===== src/rtl/psg_write_sequencer.sv =====
// Turns register-write commands into SN76489-style latch/data byte strobes on the PSG bus.
// Optional macro PSG_SEQ_SHADOW_EN keeps register shadows and drops redundant tone/attenuation writes.
module psg_write_sequencer #(
    parameter int HOLD_CYCLES = 2,
    parameter int GAP_CYCLES  = 2
) (
    input  logic       clk,
    input  logic       reset,
    input  logic       cmd_valid,
    output logic       cmd_ready,
    input  logic [2:0] cmd_reg,
    input  logic [9:0] cmd_value,
    output logic [7:0] psg_data,
    output logic       psg_we_n,
    output logic       busy
);

    localparam logic [2:0] ST_IDLE      = 3'd0;
    localparam logic [2:0] ST_LATCH_WR  = 3'd1;
    localparam logic [2:0] ST_LATCH_GAP = 3'd2;
    localparam logic [2:0] ST_DATA_WR   = 3'd3;
    localparam logic [2:0] ST_DATA_GAP  = 3'd4;

    // The counter is loaded with length-1 on state entry and the state ends when it reads zero.
    localparam logic [3:0] HOLD_LOAD = 4'(HOLD_CYCLES - 1);
    localparam logic [3:0] GAP_LOAD  = 4'(GAP_CYCLES - 1);

    localparam logic [2:0] REG_NOISE = 3'b110;

    logic [2:0] state_q, state_d;
    logic [3:0] phase_cnt_q, phase_cnt_d;
    logic [7:0] psg_data_q, psg_data_d;
    logic       psg_we_n_q, psg_we_n_d;
    logic       busy_q, busy_d;
    logic       is_tone_q, is_tone_d;
    logic [7:0] data_byte_q, data_byte_d;

    logic       cmd_is_noise;
    logic       cmd_is_tone;
    logic       cmd_accept;
    logic       shadow_hit;
    logic       cmd_start;
    logic [7:0] latch_byte;
    logic       phase_done;

    assign cmd_ready    = (state_q == ST_IDLE) && !reset;
    assign cmd_accept   = cmd_valid && cmd_ready;
    assign cmd_is_noise = (cmd_reg == REG_NOISE);
    assign cmd_is_tone  = !cmd_reg[0] && !cmd_is_noise;
    assign phase_done   = (phase_cnt_q == 4'd0);

    always_comb begin
        latch_byte = {1'b1, cmd_reg, cmd_value[3:0]};
        if (cmd_is_noise) begin
            latch_byte = {1'b1, REG_NOISE, 1'b0, cmd_value[2:0]};
        end
    end

`ifdef PSG_SEQ_SHADOW_EN
    logic [9:0] shadow_q [8];
    logic [9:0] masked_value;

    function automatic logic [9:0] shadow_reset_value(input int idx);
        logic [9:0] rv;
        if (idx == 6) begin
            rv = 10'h004;
        end else if ((idx % 2) == 1) begin
            rv = 10'h00F;
        end else begin
            rv = 10'h001;
        end
        return rv;
    endfunction

    always_comb begin
        masked_value = {6'b0, cmd_value[3:0]};
        if (cmd_is_tone) begin
            masked_value = cmd_value;
        end else if (cmd_is_noise) begin
            masked_value = {7'b0, cmd_value[2:0]};
        end
    end

    always_ff @(posedge clk) begin
        if (reset) begin
            for (int i = 0; i < 8; i++) begin
                shadow_q[i] <= shadow_reset_value(i);
            end
        end else if (cmd_accept) begin
            shadow_q[cmd_reg] <= masked_value;
        end
    end

    // Noise writes restart the LFSR on the chip, so they are never considered redundant.
    assign shadow_hit = !cmd_is_noise && (shadow_q[cmd_reg] == masked_value);
`else
    assign shadow_hit = 1'b0;
`endif

    assign cmd_start = cmd_accept && !shadow_hit;

    always_comb begin
        state_d     = state_q;
        phase_cnt_d = phase_cnt_q;
        psg_data_d  = psg_data_q;
        psg_we_n_d  = psg_we_n_q;
        is_tone_d   = is_tone_q;
        data_byte_d = data_byte_q;

        case (state_q)
            ST_IDLE: begin
                psg_we_n_d = 1'b1;
                if (cmd_start) begin
                    state_d     = ST_LATCH_WR;
                    phase_cnt_d = HOLD_LOAD;
                    psg_data_d  = latch_byte;
                    psg_we_n_d  = 1'b0;
                    is_tone_d   = cmd_is_tone;
                    data_byte_d = {2'b00, cmd_value[9:4]};
                end
            end
            ST_LATCH_WR: begin
                if (phase_done) begin
                    state_d     = ST_LATCH_GAP;
                    phase_cnt_d = GAP_LOAD;
                    psg_we_n_d  = 1'b1;
                end else begin
                    phase_cnt_d = phase_cnt_q - 4'd1;
                end
            end
            ST_LATCH_GAP: begin
                if (phase_done) begin
                    if (is_tone_q) begin
                        state_d     = ST_DATA_WR;
                        phase_cnt_d = HOLD_LOAD;
                        psg_data_d  = data_byte_q;
                        psg_we_n_d  = 1'b0;
                    end else begin
                        state_d     = ST_IDLE;
                        phase_cnt_d = 4'd0;
                    end
                end else begin
                    phase_cnt_d = phase_cnt_q - 4'd1;
                end
            end
            ST_DATA_WR: begin
                if (phase_done) begin
                    state_d     = ST_DATA_GAP;
                    phase_cnt_d = GAP_LOAD;
                    psg_we_n_d  = 1'b1;
                end else begin
                    phase_cnt_d = phase_cnt_q - 4'd1;
                end
            end
            ST_DATA_GAP: begin
                if (phase_done) begin
                    state_d     = ST_IDLE;
                    phase_cnt_d = 4'd0;
                end else begin
                    phase_cnt_d = phase_cnt_q - 4'd1;
                end
            end
            default: begin
                state_d     = ST_IDLE;
                phase_cnt_d = 4'd0;
                psg_we_n_d  = 1'b1;
            end
        endcase

        busy_d = (state_d != ST_IDLE);
    end

    always_ff @(posedge clk) begin
        if (reset) begin
            state_q     <= ST_IDLE;
            phase_cnt_q <= 4'd0;
            psg_data_q  <= 8'h00;
            psg_we_n_q  <= 1'b1;
            busy_q      <= 1'b0;
            is_tone_q   <= 1'b0;
            data_byte_q <= 8'h00;
        end else begin
            state_q     <= state_d;
            phase_cnt_q <= phase_cnt_d;
            psg_data_q  <= psg_data_d;
            psg_we_n_q  <= psg_we_n_d;
            busy_q      <= busy_d;
            is_tone_q   <= is_tone_d;
            data_byte_q <= data_byte_d;
        end
    end

    assign psg_data = psg_data_q;
    assign psg_we_n = psg_we_n_q;
    assign busy     = busy_q;

endmodule


===== config.mk =====
export PLATFORM = sky130hd
export DESIGN_NAME = psg_write_sequencer
export DESIGN_NICKNAME = d
export VERILOG_FILES = /design/src/rtl/psg_write_sequencer.sv
export SDC_FILE = /design/constraint.sdc
export NUM_CORES = 1
export LEC_CHECK = 0
export ABC_CLOCK_PERIOD_IN_PS = 2300
export CORE_MARGIN = 2
export CORE_UTILIZATION = 41
export DETAILED_ROUTE_END_ITERATION = 10
export PLACE_DENSITY_LB_ADDON = 0.3
export SYNTH_ARGS = -nofsm -noshare
export SYNTH_HDL_FRONTEND = slang
export SYNTH_SLANG_ARGS = --single-unit

===== constraint.sdc =====
create_clock -name clk -period 2.3 [get_ports clk]
set_clock_uncertainty 0.05 [all_clocks]
set_input_delay 0.575 -clock clk [delete_from_list [all_inputs] [get_ports clk]]
set_output_delay 0.575 -clock clk [all_outputs]
set_load 0.05 [all_outputs]

# [Yosys cells after proc, flatten, opt, wreduce, memory -nomap -nowiden]
# Index checks and enable logic that the tools add are counted.
[totals] out_inout_bits=11 word_cells=55 regBits=24
[classes] n_reduce_logical=14 n_bitwise=1 add_sub_neg=1 n_eq_ne=9 n_mux=23
[op_table] operator="8-bit 2-to-1 mux" count=3
[op_table] operator="4-bit 2-to-1 mux" count=4
[op_table] operator="4-bit case mux with 4 select lines" count=1
[op_table] operator="8-bit case mux with 2 select lines" count=1
[op_table] operator="3-bit 2-to-1 mux" count=5
[op_table] operator="3-bit case mux with 5 select lines" count=1
[op_table] operator="4-bit AND reduction" count=2
[op_table] operator="7-bit 2-to-1 mux" count=1
[op_table] operator="3-bit by 2-bit == test with 1-bit output, second input constant" count=2
[op_table] operator="3-bit == test, second input constant" count=2
[op_table] operator="2-bit != test, second input constant" count=3
[op_table] operator="1-bit 2-to-1 mux" count=5
[op_table] operator="4-bit zero test" count=1
[op_table] operator="1-bit case mux with 4 select lines" count=1
[op_table] operator="4-bit by 1-bit subtractor with 4-bit output, second input constant" count=1
[op_table] operator="3-bit by 1-bit == test with 1-bit output, second input constant" count=1
[op_table] operator="1-bit logical AND" count=3
[op_table] operator="1-bit zero test" count=3
[op_table] operator="3-bit zero test" count=1
[op_table] operator="3-bit nonzero test" count=1
[op_table] operator="2-bit 2-to-1 mux" count=1
[op_table] operator="2-bit by 1-bit != test with 1-bit output, second input constant" count=1
[op_table] operator="2-bit AND reduction" count=1
[op_table] operator="2-bit nonzero test" count=1
[op_table] operator="other kinds (2)" count=2

# [Logic depth before layout (Yosys ltp)]
# Gate-level depths: netlist (run 1).
[depth] ltp_word=6 mapped_depth=8

# [Worst setup path after synthesis (run 1)]
# Ideal clock, no wire load.
[synth_path] path_kind="input-to-reg" start="input reset" end="register phase_cnt_q[1]" stages=5 path_buffers=0 setup_slack_ns=0.277 required_ns=2.118 arrival_time_ns=1.840 path_cell_list="or4_4 > inv_1 > nand2_2 > a32oi_1 > nor2_1"
[synth_via] elab_chain_cells=4
[synth_lines] item="start, declared" line="8" rtl="input logic reset,"
[synth_lines] item="1-bit zero test" line="46" rtl="assign cmd_ready = (state_q == ST_IDLE) && !reset;"
[synth_lines] item="1-bit logical AND" line="46"
[synth_lines] item="via cmd_ready" line="10" rtl="output logic cmd_ready,"
[synth_lines] item="1-bit logical AND" line="47" rtl="assign cmd_accept = cmd_valid && cmd_ready;"
[synth_lines] item="2-bit != test (no source line)"
[synth_lines] item="end signal, assigned" line="184" rtl="phase_cnt_q <= phase_cnt_d;"
[synth_lines] item="end, declared" line="31" rtl="logic [3:0] phase_cnt_q, phase_cnt_d;"
# The timed path passes the listed nets, and every way through them passes these cells.
# A chain may end at the register's enable or synchronous reset.

# [Final worst setup path (run 1)]
[layout_path] start="input reset" end="output cmd_ready"
[layout_via] elab_chain_cells=2
[layout_lines] item="1-bit zero test" line="46"
[layout_lines] item="1-bit logical AND" line="46"
[layout_lines] item="end, declared" line="10"
# Every way passes these cells.

==> flow_metrics.env, run 1 <==
export IMPL_antenna_left=0
export IMPL_slowest_stage="or4_4"
export IMPL_gr_usage_all_layers_pct=16.9
export IMPL_chipHeight_um=57.6
export IMPL_async_reset_ff_share_pct=0
export IMPL_synth_edf_count=0
export IMPL_die_w_um=57.6
export IMPL_synth_compound_area_share_pct=18.7
export IMPL_grt_pass1_vias=1021
export IMPL_clkPwrFrac_pct=17.7
export IMPL_p_seq_share_pct=47.1
export IMPL_drc_errors=0
export IMPL_p_comb_share_pct=35.1
export IMPL_p_total_w=0.00103
export IMPL_setup_violations=0
export IMPL_power_switching_w=0.000356
export IMPL_synth_fa_ha_area_share_pct=2.12
export IMPL_grt_util_met1_pct=22.3
export IMPL_syn_avg_cell_area_um2=8.67
export IMPL_critPathRequiredTime_ps=1670
export IMPL_crit_path_cell_trace="dlygate4sd2_1 > or4_4 > inv_4 > buf_12"
export IMPL_fin_crit_ps=2190
export IMPL_cp_arrival_ps=1560
export IMPL_cellLeakagePower_nw=0.598
export IMPL_holdWs_ps=432
export IMPL_postCtsHoldBufs=0
export IMPL_syn_nets=154
export IMPL_wl_per_cell_um=13.0
export IMPL_drt_iter0_markers=22
export IMPL_antenna_found_initial=0
export IMPL_synth_ff_type="dfxtp_1"
export IMPL_area_growth_pct=30.6
export IMPL_worstSetupPathType="in2out"
export IMPL_synthMuxAreaShare_pct=4.25
export IMPL_synth_top_cell_by_area="dfxtp_1"
export IMPL_start_util_pct=43.1
export IMPL_gp_congestion=0.899
export IMPL_synth_top_family_by_area="simple AND/OR/NAND/NOR gates"
export IMPL_postLayoutCoreUtil_pct=56.3
export IMPL_intPower_w=0.000674
export IMPL_rows=19
export IMPL_cts_inserted_buffers=3
export IMPL_rsz0062_at_grt="no"
export IMPL_insertion_delay_ps=310
export IMPL_slew_headroom_pct=55.1
export IMPL_synth_top_area_share_pct=40.8
export IMPL_dpl_hpwl_um=1920
export IMPL_grt_busiest_layer="met2"
export IMPL_drive_gt1_share_pct=15.1
export IMPL_io_buffers=26
export IMPL_cts_clk_slew_worst_paths_ps=130
export IMPL_synth_xor_area_share_pct=0
export IMPL_grt_ovfl_total=0
export IMPL_synth_seq_cells=24
export IMPL_p_per_area_nw_per_um2=669
export IMPL_cts_resized=3
export IMPL_die_area_um2=3320
export IMPL_swShare_pct=34.6
export IMPL_timing_final_hold_violations=0
export IMPL_synthSimpleGateAreaFrac_pct=27.5
export IMPL_ys_seq_area_share_pct=40.8
export IMPL_cts_setup_buffers=0
export IMPL_syn_inst=136
export IMPL_grt_util_met3_pct=3.13
export IMPL_slowest_delay_ps=510
export IMPL_synthTopCellsByArea="dfxtp_1 (41%), nand2_1 (5.7%), nand3b_1 (4.5%), a211oi_2 (4.2%), mux2i_1 (4.2%)"
export IMPL_grt_pass1_wl_um=4460
export IMPL_peakVddDrop_uv=403
export IMPL_dr_pass1_iters=4
export IMPL_ys_warn_count=0
export IMPL_synth_cell_type_count=39
export IMPL_worst_setup_path_end_kind="output port"
export IMPL_cap_violations=0
export IMPL_cts_root_buf="clkbuf_4"
export IMPL_fmax_mhz=457
export IMPL_final_nets=186
export IMPL_start_kind="input pin"
export IMPL_cts_tree="done"
export IMPL_period_share_pct=95.2
export IMPL_pin_count=27
export IMPL_vias=1068
export IMPL_fp_coreArea_um2=2730
export IMPL_slew_violations=0
export IMPL_outcome="complete, no violations"
export IMPL_syn_cell_area_um2=1180
export IMPL_vias_per_cell=5.42
export IMPL_diodes=0
export IMPL_grt_max_degree=26
export IMPL_htree_levels=1
export IMPL_use_met2_pct=28.6
export IMPL_clock_sinks=24
export IMPL_min_path_type="reg2reg"
export IMPL_cts_buffer_depth=2
export IMPL_tightest_slew_ps=668
export IMPL_crit_fanout=2
export IMPL_wirelength_um=2570
## placed cells by master (no fill, tap or decap), drive strengths merged, types with 2 or more instances in the layout
| master | netlist | routed |
|---|---|---|
| a211oi | 5 | 5 |
| dfxtp | 24 | 24 |
| ha | 2 | 2 |
| nor3 | 6 | 6 |
| a21oi | 6 | 6 |
| mux2i | 5 | 5 |
| o22ai | 2 | 2 |
| nand3b | 7 | 7 |
| nor2 | 15 | 15 |
| buf | 5 | 9 |
| nand2 | 19 | 19 |
| inv | 9 | 9 |
| o21ai | 6 | 6 |
| clkbuf | 2 | 3 |
| nand3 | 3 | 3 |
| clkdlybuf4s50 | 0 | 24 |
| nor3b | 2 | 2 |
## worst max-delay path, delay by kind of cell
family                 cells  cell delay, ps
buffers and inverters      3             470
and+or+nand+nor            1             510
## synth_stat cells (2+ instances only)
cell,number
dfxtp_1,24
clkbuf_1,2
nor3b_1,2
o21ai_0,6
a21oi_1,6
nor3_1,6
mux2i_1,5
inv_1,9
ha_1,2
nand2_1,18
nand3b_1,7
nor2_1,13
nand3_1,3
a211oi_2,4
buf_6,2
nor2_2,2
buf_2,3
## power by group through the flow
stage                     registers, W  clock network, W  logic, W
after CTS                     0.000485          0.000190  0.000362
after floorplan               0.000541                 0  0.000193
after detailed placement      0.000494                 0  0.000360
final                         0.000485          0.000182  0.000362
after global placement        0.000493                 0  0.000354
after global routing          0.000492          0.000209  0.000396
## final timing paths
check | startpoint | end | slack [ps] | cells after the start
worst min register to register | psg_we_n$_SDFFE_PP1P_ | psg_we_n$_SDFFE_PP1P_ | 430 | 2
worst max-delay path | reset | cmd_ready | 110 | 4
worst min-delay path | psg_we_n$_SDFFE_PP1P_ | psg_we_n$_SDFFE_PP1P_ | 430 | 2
worst max register to register | phase_cnt_q[0]$_SDFFE_PP0N_ | psg_data[3]$_SDFFE_PP0P_ | 380 | 7
## per-layer routing
layer / wire (um) / share of wire, %
met2: 1210 / 47
met3: 151 / 5.9
met1: 1190 / 46
met5: 0 / 0
met4: 19 / 0.74
## stage by stage
stage | setup slack [ps] | std cells | TNS (ps) | area (um2)
CTS | 125 | 197 | 0 | 1540
floorplan | 277 | 136 | 0 | 1180
finish | 110 | 197 | 0 | 1540
global route | 64.9 | 197 | 0 | 1540
detailed placement | -40.9 | 194 | -65.4 | 1520
global placement | -35.0 | 194 | -47.0 | 1520
## layout make-up
type / instances / area (um2)
well taps: 31 / 38.8
multi-input cells: 96 / 619
flip-flops and latches: 24 / 480
clock buffers: 3 / 22.5
inverters: 9 / 36.3
fillers: 249 / 1190
repair buffers: 34 / 342
## registers in the layout, indices dropped and copies added (netlist names)
register,count
data_byte_q,6
is_tone_q,1
psg_data,8
state_q,3
busy,1
phase_cnt_q,4
psg_we_n,1
## cell families (layout without fill, tap and decap cells)
kind of cell,Yosys count,after routing
AND/OR/NAND/NOR,61,61
AO/OA/AOI/OAI,28,28
flip-flops,24,24
buffers and inverters,16,46
multiplexers,5,5
adder cells (fa/ha/maj),2,2
(Power assumes the default switching activity.)
==> run 2: changes to the inputs <==
--- a/config.mk
+++ b/config.mk
@@ -6,6 +6,7 @@
 export NUM_CORES = 1
 export LEC_CHECK = 0
 export ABC_CLOCK_PERIOD_IN_PS = 2300
+export CAP_MARGIN = 20
 export CORE_MARGIN = 2
 export CORE_UTILIZATION = 41
 export DETAILED_ROUTE_END_ITERATION = 10
==> results of run 2 <==
Final layout, timing and power as in run 1 (identical DEF).
==> run 3: changes to the inputs <==
--- a/config.mk
+++ b/config.mk
@@ -5,10 +5,12 @@
 export SDC_FILE = /design/constraint.sdc
 export NUM_CORES = 1
 export LEC_CHECK = 0
+export ABC_AREA = 1
 export ABC_CLOCK_PERIOD_IN_PS = 2300
 export CAP_MARGIN = 20
 export CORE_MARGIN = 2
 export CORE_UTILIZATION = 41
+export CTS_BUF_LIST = sky130_fd_sc_hd__clkbuf_4
 export DETAILED_ROUTE_END_ITERATION = 10
 export PLACE_DENSITY_LB_ADDON = 0.3
 export SYNTH_ARGS = -nofsm -noshare
==> run 3 against run 2 <==
  * Flip-flop and latch count unchanged
  * Core utilization decreased by 1.4 points
  * First-iteration DRC count up 41%
  * Non-clock buffer count fell by 3
  * Register-to-register slack better by 280 ps
  * Total power shrank 9.3%
  * Synthesized area is 2.8% lower
  * Synthesized cell count up 17%
  * Routed wire length decreased by 4.9%
  * Setup slack better by 96 ps
  * Cell count is 11% higher
  * Largest power group unchanged
==> flow_metrics.env, run 3 <==
export IMPL_outcome="complete, no violations"
export IMPL_grt_ovfl_total=0
export IMPL_start_kind="register"
export IMPL_synth_cell_type_count=25
export IMPL_cts_clk_slew_worst_paths_ps=120
export IMPL_synth_top_cell_by_area="dfxtp_1"
export IMPL_cts_inserted_buffers=3
export IMPL_area_growth_pct=29.7
export IMPL_worst_setup_path_end_kind="output port"
export IMPL_rows=19
export IMPL_synth_edf_count=0
export IMPL_syn_cell_area_um2=1150
export IMPL_tns_ps=0
export IMPL_drc_errors=0
export IMPL_start_util_pct=42.3
export IMPL_crit_family="buffers and inverters"
export IMPL_min_path_type="reg2reg"
export IMPL_cts_tree="done"
export IMPL_vias=1090
export IMPL_worstSetupPathType="reg2out"
export IMPL_cts_resized=0
export IMPL_grt_max_degree=17
export IMPL_mostFrequentLayoutCells="nand2_1 (33), clkdlybuf4s50_1 (25), dfxtp_1 (24)"
export IMPL_cp_arrival_ps=1470
export IMPL_timing_final_hold_violations=0
export IMPL_slowest_delay_ps=810
export IMPL_crit_path_cell_trace="clkdlybuf4s50_1"
export IMPL_drt_iter0_markers=31
export IMPL_syn_inst=159
export IMPL_synth_top_area_share_pct=41.9
export IMPL_clock_sinks=24
export IMPL_synth_ff_type="dfxtp_1"
export IMPL_async_reset_ff_share_pct=0
export IMPL_crit_fanout=2
export IMPL_dpl_hpwl_um=1880
export IMPL_synthTopCellsByCount="nand2_1 (33), dfxtp_1 (24), a21oi_1 (21)"
export IMPL_diodes=0
export IMPL_gr_usage_all_layers_pct=16.8
export IMPL_synthTopCellsByArea="dfxtp_1 (42%), nand2_1 (11%), a21oi_1 (9.2%), nand3_1 (6.1%), inv_1 (4.9%)"
export IMPL_cap_violations=0
export IMPL_cts_buffer_depth=2
export IMPL_fp_coreArea_um2=2710
export IMPL_vias_per_cell=4.98
export IMPL_peakVddDrop_uv=393
export IMPL_final_common_cell="nand2_1"
export IMPL_slowest_stage="clkdlybuf4s50_1"
export IMPL_cts_root_buf="clkbuf_4"
export IMPL_dr_pass1_iters=4
export IMPL_die_w_um=56.9
export IMPL_wirelength_um=2440
export IMPL_critPathRequiredTime_ps=1670
export IMPL_io_buffers=26
export IMPL_ys_warn_count=0
export IMPL_grt_pass1_vias=1068
export IMPL_htree_levels=1
export IMPL_setup_violations=0
export IMPL_dp_cells=216
export IMPL_cts_setup_buffers=0
export IMPL_gp_congestion=0.770
export IMPL_antenna_left=0
export IMPL_layout_cells_non_filler=219
export IMPL_grt_pass1_wl_um=4360
export IMPL_insertion_delay_ps=300
export IMPL_postCtsHoldBufs=0
export IMPL_syn_nets=177
export IMPL_cp_num_buf_inv=1
export IMPL_period_share_pct=91.0
export IMPL_fin_crit_ps=2090
export IMPL_p_per_area_nw_per_um2=628
export IMPL_post_synth_top_count_cell="nand2_1"
export IMPL_fmax_mhz=478
export IMPL_synth_seq_cells=24
export IMPL_slew_headroom_pct=66.6
export IMPL_die_area_um2=3230
export IMPL_chipHeight_um=56.9
export IMPL_antenna_found_initial=0
export IMPL_cellLeakagePower_nw=0.602
export IMPL_largest_reg_flops=8
export IMPL_drive_gt1_share_pct=11.2
export IMPL_tightest_slew_ps=500
export IMPL_slew_violations=0
export IMPL_final_nets=208
export IMPL_syn_avg_cell_area_um2=7.21
export IMPL_ys_seq_area_share_pct=41.9
export IMPL_pin_count=27
export IMPL_wl_per_cell_um=11.1
export IMPL_rsz0062_at_grt="no"
## run 3: cell types whose count changed in the layout (fill, tap and decap cells not counted), moves of 3 or more
cell      previous run  this run
nand3_1              3        14
inv_1                8        15
a211oi_2             4         0
nor3_1               6         1
mux2i_1              5         0
a21oi_1              6        21
nand2_2              1         4
nand3b_1             7         0
o21ai_0              6        11
nand2_1             18        33
o21ai_1              0         8
inv_2                0         4
nor2_1              13         7
## run 3: tightest hold or removal path, cell delays in order (launching register included)
cell and delay, ps:
dfxtp_1 320, inv_1 50, a21oi_1 50
## run 3: metrics by stage
stage	area [um2]	hold slack, ps	setup WS (ps)	util (%)	power, W
6_report	1490	406	207	54.8	0.000934
5_1_grt	1490	443	151	54.8	0.000997
4_1_cts	1490	408	184	54.8	0.000946
3_5_place_dp	1460	391	275	54.0	0.000768
3_3_place_gp	1460	384	293	54.0	0.000762
2_1_floorplan	1150	376	777	-	0.000670
## run 3: per-layer routing
metal | global-route usage [%] | wire, um | up-vias
li1 | - | - | 581
met2 | 27.6 | 1180 | 24
met3 | 2.07 | 92 | 2
met4 | 7.64 | 17 | 0
met5 | 0 | 0 | -
met1 | 22.0 | 1150 | 483
## run 3: path summary, 6_finish.rpt
kind,slack [ps],cells past startpoint,endpoint,start
max,210,1,psg_data[5],psg_data[5]$_SDFFE_PP0P_
min,410,2,data_byte_q[1]$_SDFFE_PP0P_,data_byte_q[1]$_SDFFE_PP0P_
max reg2reg,660,7,psg_data[5]$_SDFFE_PP0P_,state_q[2]$_SDFF_PP0_
min reg2reg,410,2,data_byte_q[1]$_SDFFE_PP0P_,data_byte_q[1]$_SDFFE_PP0P_
## run 3: cells by family after synthesis
family	Yosys count	share of synthesized area [%]
AO/OA/AOI/OAI	43	19.9
XOR/XNOR	2	1.53
flip-flops	24	41.9
buffers and inverters	25	9.06
adder cells (fa/ha/maj)	2	2.18
AND/OR/NAND/NOR	63	25.4
## run 3: cell type report
class	instances	area, um2
inverters	20	75.1
repair buffers	31	308
fillers	285	1220
well taps	31	38.8
flip-flops and latches	24	480
clock buffers	3	22.5
multi-input cells	110	562
## run 3: report_power, final
group	switching [W]	leakage, nW	internal, W
combinational	0.000178	0.391	0.000115
clock	0.000113	0.0138	0.0000610
sequential	0.0000182	0.197	0.000449
